File: config.mk
export PLATFORM = sky130hd
export DESIGN_NAME = maquina_lectura
export DESIGN_NICKNAME = d
export VERILOG_FILES = /design/src/rtl/maquina_lectura_pkg.sv /design/src/rtl/maquina_lectura_tabla_dir.sv /design/src/rtl/maquina_lectura.sv
export SDC_FILE = /design/constraint.sdc
export NUM_CORES = 1
export LEC_CHECK = 0
export CORE_MARGIN = 1.5
export CORE_UTILIZATION = 40
export DETAILED_ROUTE_END_ITERATION = 16
export PLACE_DENSITY = 0.59
export SKIP_CTS_REPAIR_TIMING = 1
export SLEW_MARGIN = 20
export SYNTH_ARGS = -nofsm -noshare
export SYNTH_HDL_FRONTEND = slang
export SYNTH_SLANG_ARGS = --single-unit
File: constraint.sdc
create_clock -name clk -period 6.6 [get_ports clk]
set_clock_uncertainty 0.05 [all_clocks]
set_input_delay 1.32 -clock clk [delete_from_list [all_inputs] [get_ports clk]]
set_output_delay 1.32 -clock clk [all_outputs]
set_load 0.02 [all_outputs]
File: src/rtl/maquina_lectura_pkg.sv
// Shared constants and state encoding for the RTC read sequencer.
package maquina_lectura_pkg;

  typedef enum logic [1:0] {
    S_IDLE,
    S_CMD,
    S_READ,
    S_DONE
  } estado_t;

  localparam logic [7:0] ADDR_TRANSF = 8'hF0;
  localparam logic [7:0] CLK_BASE    = 8'h21;
  localparam logic [7:0] TMR_BASE    = 8'h41;

  localparam logic [3:0] IDX_ULT_CLK = 4'd5;
  localparam logic [3:0] IDX_ULT_TMR = 4'd8;
  localparam int         N_REGS      = 9;

endpackage

File: src/rtl/maquina_lectura_tabla_dir.sv
// Index to RTC register address lookup for the read sequence.
module tabla_dir_lectura
  import maquina_lectura_pkg::*;
#(
  parameter logic [7:0] P_CLK_BASE = CLK_BASE,
  parameter logic [7:0] P_TMR_BASE = TMR_BASE
) (
  input  logic [3:0] i_idx,
  output logic [7:0] o_addr
);

  logic [7:0] w_idx8;

  assign w_idx8 = {4'b0000, i_idx};

  always_comb begin
    o_addr = P_CLK_BASE;
    unique case (1'b1)
      (i_idx < 4'd6):
        o_addr = P_CLK_BASE + w_idx8;
      (i_idx >= 4'd6 && i_idx <= IDX_ULT_TMR):
        o_addr = P_TMR_BASE + w_idx8 - 8'd6;
      default:
        o_addr = P_CLK_BASE;
    endcase
  end

endmodule

File: src/rtl/maquina_lectura.sv
// RTC read sequencer: F0h transfer, clock/timer reads, atomic publish.
module maquina_lectura
  import maquina_lectura_pkg::*;
(
  input  logic       clk,
  input  logic       reset,
  input  logic       Lectura,
  input  logic       Bloqueo,
  input  logic       En_tmr,
  input  logic       DIR,
  input  logic       DAT,
  input  logic       cambio_estado,
  input  logic [7:0] Dato_Bus,
  output logic       E_lec,
  output logic [7:0] Dir_Lec,
  output logic [7:0] Seg,
  output logic [7:0] Min,
  output logic [7:0] Hora,
  output logic [7:0] Dia,
  output logic [7:0] Mes,
  output logic [7:0] Ano,
  output logic [7:0] T_Seg,
  output logic [7:0] T_Min,
  output logic [7:0] T_Hora,
  output logic       Term_Lec,
  output logic       Ocupado
);

  estado_t    r_state;
  logic [3:0] r_idx;
  logic       r_tmr_en;
  logic       r_e_lec;
  logic [7:0] r_dir;
  logic       r_term;
  logic [7:0] r_dato_tmp;
  logic [7:0] r_shadow [N_REGS];
  logic [7:0] r_pub    [N_REGS];

  logic [7:0] w_addr;
  logic       w_ultimo;

  tabla_dir_lectura #(
    .P_CLK_BASE (CLK_BASE),
    .P_TMR_BASE (TMR_BASE)
  ) u_tabla (
    .i_idx  (r_idx),
    .o_addr (w_addr)
  );

  assign w_ultimo = (r_idx == IDX_ULT_TMR) ||
                    ((r_idx == IDX_ULT_CLK) && !r_tmr_en);

  always_ff @(posedge clk) begin
    if (reset) begin
      r_state    <= S_IDLE;
      r_idx      <= '0;
      r_tmr_en   <= 1'b0;
      r_e_lec    <= 1'b0;
      r_dir      <= '0;
      r_term     <= 1'b0;
      r_dato_tmp <= '0;
      for (int i = 0; i < N_REGS; i++) begin
        r_shadow[i] <= '0;
        r_pub[i]    <= '0;
      end
    end else begin
      r_term <= 1'b0;
      unique case (r_state)
        S_IDLE: begin
          r_e_lec <= 1'b0;
          if (Lectura && !Bloqueo) begin
            r_state  <= S_CMD;
            r_e_lec  <= 1'b1;
            r_tmr_en <= En_tmr;
          end
        end
        S_CMD, S_READ: begin
          // strobe priority: DIR, then DAT, then cambio_estado
          if (DIR) begin
            r_e_lec <= 1'b1;
            r_dir   <= (r_state == S_CMD) ? ADDR_TRANSF : w_addr;
          end else if (DAT) begin
            r_e_lec <= 1'b1;
            if (r_state == S_READ)
              r_dato_tmp <= Dato_Bus;
          end else if (cambio_estado) begin
            r_e_lec <= 1'b0;
            if (r_state == S_CMD) begin
              r_idx   <= '0;
              r_state <= S_READ;
            end else begin
              r_shadow[r_idx] <= r_dato_tmp;
              if (w_ultimo)
                r_state <= S_DONE;
              else
                r_idx <= r_idx + 4'd1;
            end
          end else begin
            r_e_lec <= 1'b1;
          end
        end
        S_DONE: begin
          for (int i = 0; i < 6; i++)
            r_pub[i] <= r_shadow[i];
          if (r_tmr_en)
            for (int i = 6; i < N_REGS; i++)
              r_pub[i] <= r_shadow[i];
          r_term  <= 1'b1;
          r_e_lec <= 1'b0;
          r_state <= S_IDLE;
        end
        default: begin
          r_state <= S_IDLE;
          r_e_lec <= 1'b0;
        end
      endcase
    end
  end

  assign E_lec    = r_e_lec;
  assign Dir_Lec  = r_dir;
  assign Term_Lec = r_term;
  assign Ocupado  = (r_state != S_IDLE);

  assign Seg    = r_pub[0];
  assign Min    = r_pub[1];
  assign Hora   = r_pub[2];
  assign Dia    = r_pub[3];
  assign Mes    = r_pub[4];
  assign Ano    = r_pub[5];
  assign T_Seg  = r_pub[6];
  assign T_Min  = r_pub[7];
  assign T_Hora = r_pub[8];

endmodule
# After elaboration in Yosys (flattened, before gate mapping)
# Memories as Yosys holds them, arrays and structs flattened.
# Index checks and enable logic that the tools add are counted.
[op_classes]
add_sub_neg = 4
n_lt_le_gt_ge = 3
n_eq_ne = 11
mux = 44
n_bitwise = 11
n_reduce_logical = 15
[op_table]
columns = ["op", "count"]
rows = [
  ["two-way mux 8 bit", 11],
  ["two-way mux 1 bit", 21],
  ["case mux 8 bit (2 select lines)", 1],
  ["two-way mux 2 bit", 6],
  ["two-way mux 4 bit", 3],
  ["AND reduction 5 bit", 2],
  ["OR 1 bit", 9],
  ["adder 7 x 4 -> 8 bit, first input constant", 1],
  ["inequality test 2 bit, second input constant", 4],
  ["OR reduction 8 bit", 1],
  ["subtractor 8 x 3 -> 8 bit, second input constant", 1],
  ["adder 6 x 4 -> 7 bit, first input constant", 1],
  ["case mux 2 bit (3 select lines)", 1],
  ["adder 4 x 1 -> 4 bit, second input constant", 1],
  ["equality test 2 bit, second input constant", 2],
  ["equality test 4 x 3 -> 1 bit, second input constant", 1],
  ["equality test 4 bit, second input constant", 1],
  ["greater-or-equal comparator 4 x 3 -> 1 bit, second input constant", 1],
  ["<= comparator 4 bit, second input constant", 1],
  ["less-than comparator 4 x 3 -> 1 bit, second input constant", 1],
  ["AND reduction 2 bit", 2],
  ["AND reduction 4 bit", 1],
  ["logical AND 1 bit", 3],
  ["inequality test 3 bit, second input constant", 1],
  ["other kinds (9)", 11],
]
[word_totals]
reg_bits = 25
ramBits = 144
input_bits = 16
output_inout_bits = 83
mem_count = 2
[mem_list]
columns = ["name", "words", "word_bits", "read_ports", "rd_clocked_by_memory_dff", "write_ports", "line", "text"]
rows = [
  ["r_pub", 9, 8, 9, 0, 9, "maquina_lectura.sv:37", "logic [7:0] r_pub [N_REGS];"],
  ["r_shadow", 9, 8, 9, 0, 9, "maquina_lectura.sv:36", "logic [7:0] r_shadow [N_REGS];"],
]

# Longest topological paths before layout
# Gate-level depths: netlist of the first run.
[logic_depth]
depth_word = 10
depth_mapped = 6
depth_no_buf = 6

# Modules after synthesis
# A second synthesis of the first run with hierarchy kept.
[unflattened]
cells_unflattened = 482
hier_area_um2 = 6857.8
[modules_own_cells]
columns = ["mod", "instances", "cells_each", "area_each_um2", "seq_area_each_um2"]
rows = [
  ["maquina_lectura", 1, 456, 6685.2, 4824.6],
  ["tabla_dir_lectura", 1, 26, 172.7, 0.0],
]

# Least setup slack after synthesis of the first run
# No wires, ideal clock.
[synth_path]
kind = "input port to flip-flop"
from = "input DAT"
to = "memory r_shadow[0][0] (enable)"
setup_time_ps = 334
arrival_ps = 2550
required_ps = 6216
slack_ps = 3666
stages = 4
path_buffers = 0
cell_sequence = "or3b_4 nor4b_2 nand2_1 nand2b_1"
[synth_lines]
columns = ["item", "line", "text"]
rows = [
  ["from (decl)", "maquina_lectura.sv:11", "input logic DAT,"],
  ["to (decl)", "maquina_lectura.sv:36", ""],
]

==> metrics.cfg, run 1 <==
[placed_design]
placement.io_buffers = 98
post-dp-hpwl_um = 8700
routabilityCongestion = 0.796
placed_area_mm2 = 0.00791

[layout]
final_area_mm2 = 0.00848
nFillCells = 1406
antenna_cells = 0
synthToLayoutAreaGrowth_pct = 26.6
drive_gt1_share_pct = 7.87
fin_nets = 610

[clock_network]
cts-buffers-inserted = 17
cts_tree = built
ctsLongestPathBuffers = 2
cts.clk_slew.worst_paths_ns = 0.06
cts.sink_count = 169
cts_root_buffer = clkbuf_16
cts_max_level = 4
clock_latency_ns = 0.42

[timing]
worst_slew_pin_slew_ns = 0.962
finalCritPeriodShare_pct = 52.1
layout_min_cycle_time_ns = 3.44
rsz0062_at_grt = no
timing.final.hold_violations = 0
setup_viol = 0
relSlewSlack_pct = 35.6
timing.hold.ws_ns = 0.402
slew_violations = 0
max_freq_mhz = 291
final.setup.tns_ns = 0

[detailed_routing]
avgViaCountPerCell = 4.68
drtIter0Drc = 249
wirelength_um = 12900
dr.pass1.iters = 4
ant_nets = 0
wl_per_cell_um = 15.7
vias = 3825
drcViolationCount = 0

[power_and_ir_drop]
power_density_mw_per_mm2 = 281
seqPwrFrac_pct = 51.3
pwr-share-clk_pct = 39.1
share_comb_of_total_power_pct = 9.6
p_sw_mw = 0.524
power_leakage_nw = 3.06
swShare_pct = 22.0
p_int_mw = 1.86
peakVddDrop_mv = 0.186

[global_route]
grt_pass1_vias = 3849
grt_pass1_wl_um = 20300
grt_use_total_pct = 15.3
grt_max_degree = 74
grt_remaining_overflow = 0
antenna_found_initial = 0

[min_path]
hold_path.class = reg2reg
worstHoldStart = Dir_Lec[2]
hold_depth = 2
hold_end = Dir_Lec[2]

[floorplan]
dieWidth_um = 132
die-area_mm2 = 0.0175
fp.dieH_um = 132
rows = 47
pin_count = 99
core-area_mm2 = 0.0165
initial_utilization_pct = 40.7

[yosys]
synth_area_leaders = edfxtp_1 (65%), and2_1 (9.3%), dfxtp_1 (7.5%), nor2_1 (3.5%), ha_1 (1.9%)
seq_area_frac_synth_pct = 72.0
ys_seq_elements = 169
synth_compound_area_share_pct = 2.91
yosys.area.top_type = edfxtp_1
synth_mux_area_share_pct = 1.85
synthFlopType = edfxtp_1
synth_nets = 508
yosysWarnings = 0
syn_inst = 482
synthArstFlopShare_pct = 0
ys_top_cells_by_count = edfxtp_1 (144), and2_1 (100), nor2_1 (63), dfxtp_1 (25), nand2_1 (20)
synth_xor_area_share_pct = 0
syn_area_mm2 = 0.00670
synthAdderAreaFrac_pct = 1.87
avgSynthCellArea_um2 = 13.9
synth_top_family_by_area = simple AND/OR/NAND/NOR gates
yosys.area_share.simple_pct = 19.8
synth_edf_count = 144
synth_top_area_share_pct = 64.5
synth.most_common_cell = edfxtp_1
ys_types = 41

[setup_path]
path_max_fanout = 22
r2r_slack_ns = 3.96
reg2regPathDepth = 6
endpoint_kind = flop
reg2reg_from = r_state[0]
start_kind = primary input
critPathSlowestCell = clkdlybuf4s50_1
crit_required_ns = 6.63
r2r-end = r_shadow[2][6]
worstPathCellList = clkdlybuf4s50_1 -> nor4b_2 -> nand2_1 -> nand2b_1
crit_path_max_incr_delay_ns = 0.90
crit_type = in2reg
crit_arrival_ns = 3.47

[run]
maxCapViolCount = 0

[status]
status = complete, no violations

-- power by group through the flow --
stage	Clock (mW)	Combinational [mW]	Sequential (mW)
after floorplan	0	0.106	1.27
after global placement	0	0.228	1.24
after CTS	0.952	0.231	1.22
final	0.931	0.229	1.22
after global routing	0.995	0.248	1.23
after detailed placement	0	0.229	1.24
-- per-stage QoR --
stage               utilization [%]  instances  setup slack, ns  total power, mW
finish                         51.5        817             3.16             2.38
detailed placement             48.0        784             2.66             1.47
floorplan                         -        482             3.67             1.38
global route                   51.5        817             2.95             2.47
global placement               48.0        784             2.79             1.47
CTS                            51.4        816             3.11             2.41
-- state kept, by name (all words and copies together), names as in the netlist --
signal	cells
r_shadow	72
Dir_Lec	8
r_pub	72
Term_Lec	1
r_idx	4
r_tmr_en	1
r_dato_tmp	8
r_state	2
E_lec	1
-- kinds of logic after synthesis --
logic type                 after synthesis
muxes                                   12
adders and majority gates               10
DFF                                    169
buffers and inverters                   28
and+or+nand+nor                        231
AOI/OAI and AO/OA                       32
-- cells in the final DEF, fill, tap and decap left out, types with 4 or more instances in the layout --
master / n
a21oi_1: 10
and3_4: 4
or2_2: 5
o21ai_0: 7
nand2b_1: 15
mux2i_1: 9
nand3b_2: 4
nand2_1: 20
clkdlybuf4s50_1: 98
nor2_1: 63
dfxtp_1: 25
ha_1: 10
clkbuf_16: 18
edfxtp_1: 144
and2_1: 100
inv_1: 11
clkbuf_1: 9
-- layout make-up --
type	count	area [um^2]	area share, %
flip-flops and latches	169	4820	56.9
multi-input cells	285	1780	21.0
repair buffers	100	1010	11.9
clock buffers	29	512	6.03
well taps	220	275	3.24
inverters	11	41.3	0.487
clock inverters	3	40.0	0.472
-- how the worst max path moves through the flow --
stage / startpoint / end / slack, ns / cells after the start
detailed placement: reset / r_pub[0][4] / 2.66 / 2
CTS: reset / r_pub[0][8] / 3.11 / 2
finish: reset / r_shadow[2][6] / 3.16 / 4
global placement: reset / r_pub[0][7] / 2.79 / 2
floorplan: DAT / r_shadow[0][0] / 3.67 / 4
global route: reset / r_shadow[2][6] / 2.95 / 4
-- worst max-delay path: cells and delay by family --
| family | cells | cell delay, ns |
|---|---|---|
| buf+inv | 1 | 0.90 |
| simple gates | 3 | 1.24 |
-- per-layer routing --
metal  vias up  GRT usage [%]  part of all wire (%)
met5         -              0                     0
met4         0           5.98                  0.76
met3         6           4.18                   4.7
met2        95           24.6                    49
met1      1833           19.9                    45
li1       1891              -                     -
Note: power is estimated with default switching activity, not from simulation.
==> run 2: changes to the inputs <==
==> constraint.sdc (replaced) <==
create_clock -name clk -period 3.3 [get_ports clk]
set_clock_uncertainty 0.05 [all_clocks]
set_input_delay 0.66 -clock clk [delete_from_list [all_inputs] [get_ports clk]]
set_output_delay 0.66 -clock clk [all_outputs]
set_load 0.02 [all_outputs]
==> run 2 against run 1 <==
Largest cell class unchanged. Final area increased by 0.46%. Worst setup slack worse by 2.5 ns. Sequential power increased by 100%. Clock power is 100% higher. Final cell count up 0.49%. Power up 100%. Sequential share of layout area down 0.26 points. Routed wire length down 0.64%. Count of clock-buffer cells in the layout fell by 5. Combinational power up 100%. Utilization is 0.24 points higher.
==> metrics.cfg, run 2 (same netlist as run 1, synthesis figures left out) <==
[min_path]
hold_path.class = reg2reg
hold_end = Dir_Lec[2]
hold_depth = 2
worstHoldStart = Dir_Lec[2]

[setup_path]
critPathSlowestCell = nor4b_2
crit_required_ns = 3.33
endpoint_kind = flop
path_max_fanout = 8
r2r-end = r_shadow[2][6]
crit_arrival_ns = 2.71
reg2reg_from = r_state[0]
r2r_slack_ns = 0.64
critPathTopFamily = simple AND/OR/NAND/NOR gates
crit_type = in2reg
crit_path_max_incr_delay_ns = 0.54
reg2regPathDepth = 6
worstPathCellList = clkdlybuf4s50_1 -> or3b_4 -> nor4b_2 -> nand2_1 -> nand2b_1
path_buf_inv = 1
crit_start = DIR
start_kind = primary input

[global_route]
grt_pass1_vias = 3879
grt_max_degree = 74
grt_remaining_overflow = 0
antenna_found_initial = 0
grt_pass1_wl_um = 20600
grt_use_total_pct = 15.4

[timing]
slew_violations = 0
layout_min_cycle_time_ns = 2.68
relSlewSlack_pct = 58.4
max_freq_mhz = 373
worst_slew_pin_slew_ns = 0.624
timing.hold.ws_ns = 0.409
rsz0062_at_grt = no
finalCritPeriodShare_pct = 81.3
timing.final.hold_violations = 0
setup_viol = 0
final.setup.tns_ns = 0

[floorplan]
fp.dieH_um = 132
rows = 47
dieWidth_um = 132
initial_utilization_pct = 40.7
die-area_mm2 = 0.0175
core-area_mm2 = 0.0165
pin_count = 99

[placed_design]
post-dp-hpwl_um = 8650
routabilityCongestion = 0.796
placement.io_buffers = 98

[layout]
nFillCells = 1417
multi_input_area_mm2 = 0.00178
reg_top3 = r_pub x72, r_shadow x72
seq_area_mm2 = 0.00482
fin_nets = 614
drive_gt1_share_pct = 9.32
final_cell_mix = edfxtp_1 (144), and2_1 (100), clkdlybuf4s50_1 (98)
final_common_cell = edfxtp_1
antenna_cells = 0
synthToLayoutAreaGrowth_pct = 27.1

[power_and_ir_drop]
power_density_mw_per_mm2 = 560
power_leakage_nw = 3.08
peakVddDrop_mv = 0.315

[detailed_routing]
wirelength_um = 12800
ant_nets = 0
vias = 3869
wl_per_cell_um = 15.6
drcViolationCount = 0
dr.pass1.iters = 5
drtIter0Drc = 242
avgViaCountPerCell = 4.71

[clock_network]
cts.clk_slew.worst_paths_ns = 0.06
clock_latency_ns = 0.42
ctsLongestPathBuffers = 2
cts_tree = built
cts-buffers-inserted = 17
cts_root_buffer = clkbuf_16
cts_max_level = 4
cts.sink_count = 169

[run]
maxCapViolCount = 0

[status]
status = complete, no violations

## run 2: changes by cell type in the layout (fill, tap and decap cells not counted), sizes merged
cell      change
clkinvlp      +3
clkinv        +2
buf           +4
clkbuf        -5
## run 2: stage by stage
stage,setup WS (ns),power (mW),area [um^2],util [%],cells
after floorplan,1.03,2.75,6700,-,482
after global placement,0.269,2.94,7940,48.2,788
after detailed placement,0.192,2.95,7940,48.2,788
after CTS,0.647,4.81,8500,51.6,820
after global routing,0.377,4.94,8520,51.8,821
final,0.616,4.77,8520,51.8,821
## run 2: worst reg2reg max path: stages, from the launching register on
cell and delay (ns):
dfxtp_1 0.40, inv_1 0.10, ha_1 0.40, nand2b_1 0.23
nor4b_2 0.55, nand2_1 0.24, nand2b_1 0.35
## run 2: worst max path at each step
stage,endpoint,cells after the start
floorplan,r_shadow[0][0],4
global placement,r_shadow[0][4],5
detailed placement,r_shadow[2][7],5
CTS,r_shadow[2][6],5
global route,r_shadow[2][0],6
finish,r_shadow[2][6],5
## run 2: cell type report
| class | instances | area share [%] |
|---|---|---|
| multi-input combinational | 285 | 20.9 |
| clock inverter | 8 | 0.837 |
| clock buffer | 24 | 5.77 |
| timing repair buffer | 104 | 12.2 |
| tap | 220 | 3.23 |
| inverter | 11 | 0.484 |
| sequential | 169 | 56.6 |
## run 2: where the power goes
part	internal, mW	total (mW)	switching [mW]
Sequential	2.40	2.44	0.0381
Combinational	0.192	0.462	0.269
Clock	1.11	1.87	0.760
Total	3.71	4.77	1.07
## run 2: per-layer routing
metal | wire length, um | global-route usage (%)
met2 | 6150 | 24.1
met1 | 5740 | 20.4
met3 | 666 | 4.21
met4 | 223 | 6.59
met5 | 0 | 0
==> run 3: changes to the inputs <==
==> constraint.sdc (replaced) <==
create_clock -name clk -period 2.55 [get_ports clk]
set_clock_uncertainty 0.05 [all_clocks]
set_input_delay 0.51 -clock clk [delete_from_list [all_inputs] [get_ports clk]]
set_output_delay 0.51 -clock clk [all_outputs]
set_load 0.02 [all_outputs]
==> run 3 against run 2 <==
Utilization up 0.97 points. Routed wire length decreased by 1.8%. Highest routed layer unchanged. Sequential share of layout area is 1.0 points lower. Non-clock buffer count up 21. Sequential cell count did not move. Die area unchanged. Critical endpoint is now Ocupado. Power increased by 29%. Register-to-register slack worse by 0.38 ns. Worst hold slack better by 0.0049 ns. Critical path type is now reg2out. Critical path depth fell by 1.
==> metrics.cfg, run 3 (same netlist as run 1, synthesis figures left out) <==
[status]
status = complete, no violations

[floorplan]
rows = 47
die-area_mm2 = 0.0175
dieWidth_um = 132
fp.dieH_um = 132
initial_utilization_pct = 40.7
pin_count = 99
core-area_mm2 = 0.0165

[layout]
final_area_mm2 = 0.00868
drive_gt1_share_pct = 12.2
seq_area_mm2 = 0.00482
final_common_cell = edfxtp_1
fin_util_pct = 52.7
fin_nets = 635
multi_input_area_mm2 = 0.00178
nFillCells = 1404
reg_top3 = r_pub x72, r_shadow x72
synthToLayoutAreaGrowth_pct = 29.5
final_cell_mix = edfxtp_1 (144), and2_1 (100), clkdlybuf4s50_1 (98)
antenna_cells = 0

[detailed_routing]
dr.pass1.iters = 4
avgViaCountPerCell = 4.62
ant_nets = 0
wirelength_um = 12600
wl_per_cell_um = 14.9
vias = 3891
drtIter0Drc = 214
drcViolationCount = 0

[timing]
setup_viol = 0
timing.final.hold_violations = 0
layout_min_cycle_time_ns = 2.42
worst_slew_pin_slew_ns = 0.607
max_freq_mhz = 413
slew_violations = 0
finalCritPeriodShare_pct = 94.9
relSlewSlack_pct = 59.5
rsz0062_at_grt = no

[min_path]
hold_path.class = reg2reg

[clock_network]
ctsLongestPathBuffers = 2
cts_root_buffer = clkbuf_16
cts.clk_slew.worst_paths_ns = 0.06
cts.sink_count = 169
cts-buffers-inserted = 17
cts_max_level = 4
clock_latency_ns = 0.43
cts_tree = built

[global_route]
antenna_found_initial = 0
grt_pass1_wl_um = 19700
grt_use_total_pct = 14.9
grt_remaining_overflow = 0
grt_pass1_vias = 3848
grt_max_degree = 49

[power_and_ir_drop]
peakVddDrop_mv = 0.403
power_density_mw_per_mm2 = 708
power_leakage_nw = 3.19

[setup_path]
crit_type = reg2out
crit_required_ns = 1.99
crit_arrival_ns = 1.86
start_kind = flop
endpoint_kind = output port
path_max_fanout = 5

[placed_design]
routabilityCongestion = 0.767
placed_area_mm2 = 0.00813
placement.io_buffers = 98
post-dp-hpwl_um = 8720

[run]
maxCapViolCount = 0

==> run 3: cell count changes in the layout (fill, tap and decap cells not counted), sizes merged <==
| cell | before | now |
|---|---|---|
| inv | 11 | 12 |
| buf | 6 | 27 |
| clkinv | 4 | 5 |
| clkinvlp | 3 | 1 |
==> run 3: final cells by class <==
class | count | share of cell area [%]
multi-input cells | 285 | 20.5
flip-flops and latches | 169 | 55.6
clock buffers | 24 | 5.55
well taps | 220 | 3.17
inverters | 11 | 0.476
clock inverters | 8 | 0.821
repair buffers | 125 | 13.9
==> run 3: worst max-delay path, cell delays in order, from the launching register on <==
cell and delay [ns]:
dfxtp_1 0.39, inv_1 0.10, ha_1 0.26, inv_1 0.08
clkdlybuf4s50_1 0.60
==> run 3: power breakdown <==
group / internal (mW) / switching (mW) / total, mW
Sequential: 3.11 / 0.0486 / 3.16
Clock: 1.41 / 0.964 / 2.38
Combinational: 0.264 / 0.348 / 0.612
==> run 3: path summary, 6_finish.rpt <==
| path | from | to | slack (ns) | cells after the start |
|---|---|---|---|---|
| hold / removal | Dir_Lec[7] | Dir_Lec[7] | 0.41 | 2 |
| hold reg to reg | Dir_Lec[7] | Dir_Lec[7] | 0.41 | 2 |
| setup / recovery | r_state[0] | Ocupado | 0.13 | 4 |
| setup reg to reg | r_state[0] | r_shadow[1][6] | 0.26 | 7 |
==> run 3: per-stage QoR <==
step	cells	setup WS, ns	hold slack [ns]	TNS [ns]	power [mW]
after floorplan	482	0.397	0.412	0	3.56
after global placement	810	0.0357	0.395	0	3.83
after detailed placement	810	-0.0137	0.400	-0.0197	3.83
after CTS	842	0.103	0.412	0	6.20
after global routing	842	0.0313	0.447	0	6.36
final	842	0.130	0.414	0	6.15
==> run 3: per-layer routing <==
layer  up-vias  track usage (%)  part of all wire (%)
met5         -                0                     0
met4         0             7.08                   2.1
met3        20             3.83                   4.6
met2       103             24.8                    49
met1      1834             18.2                    44
li1       1934                -                     -
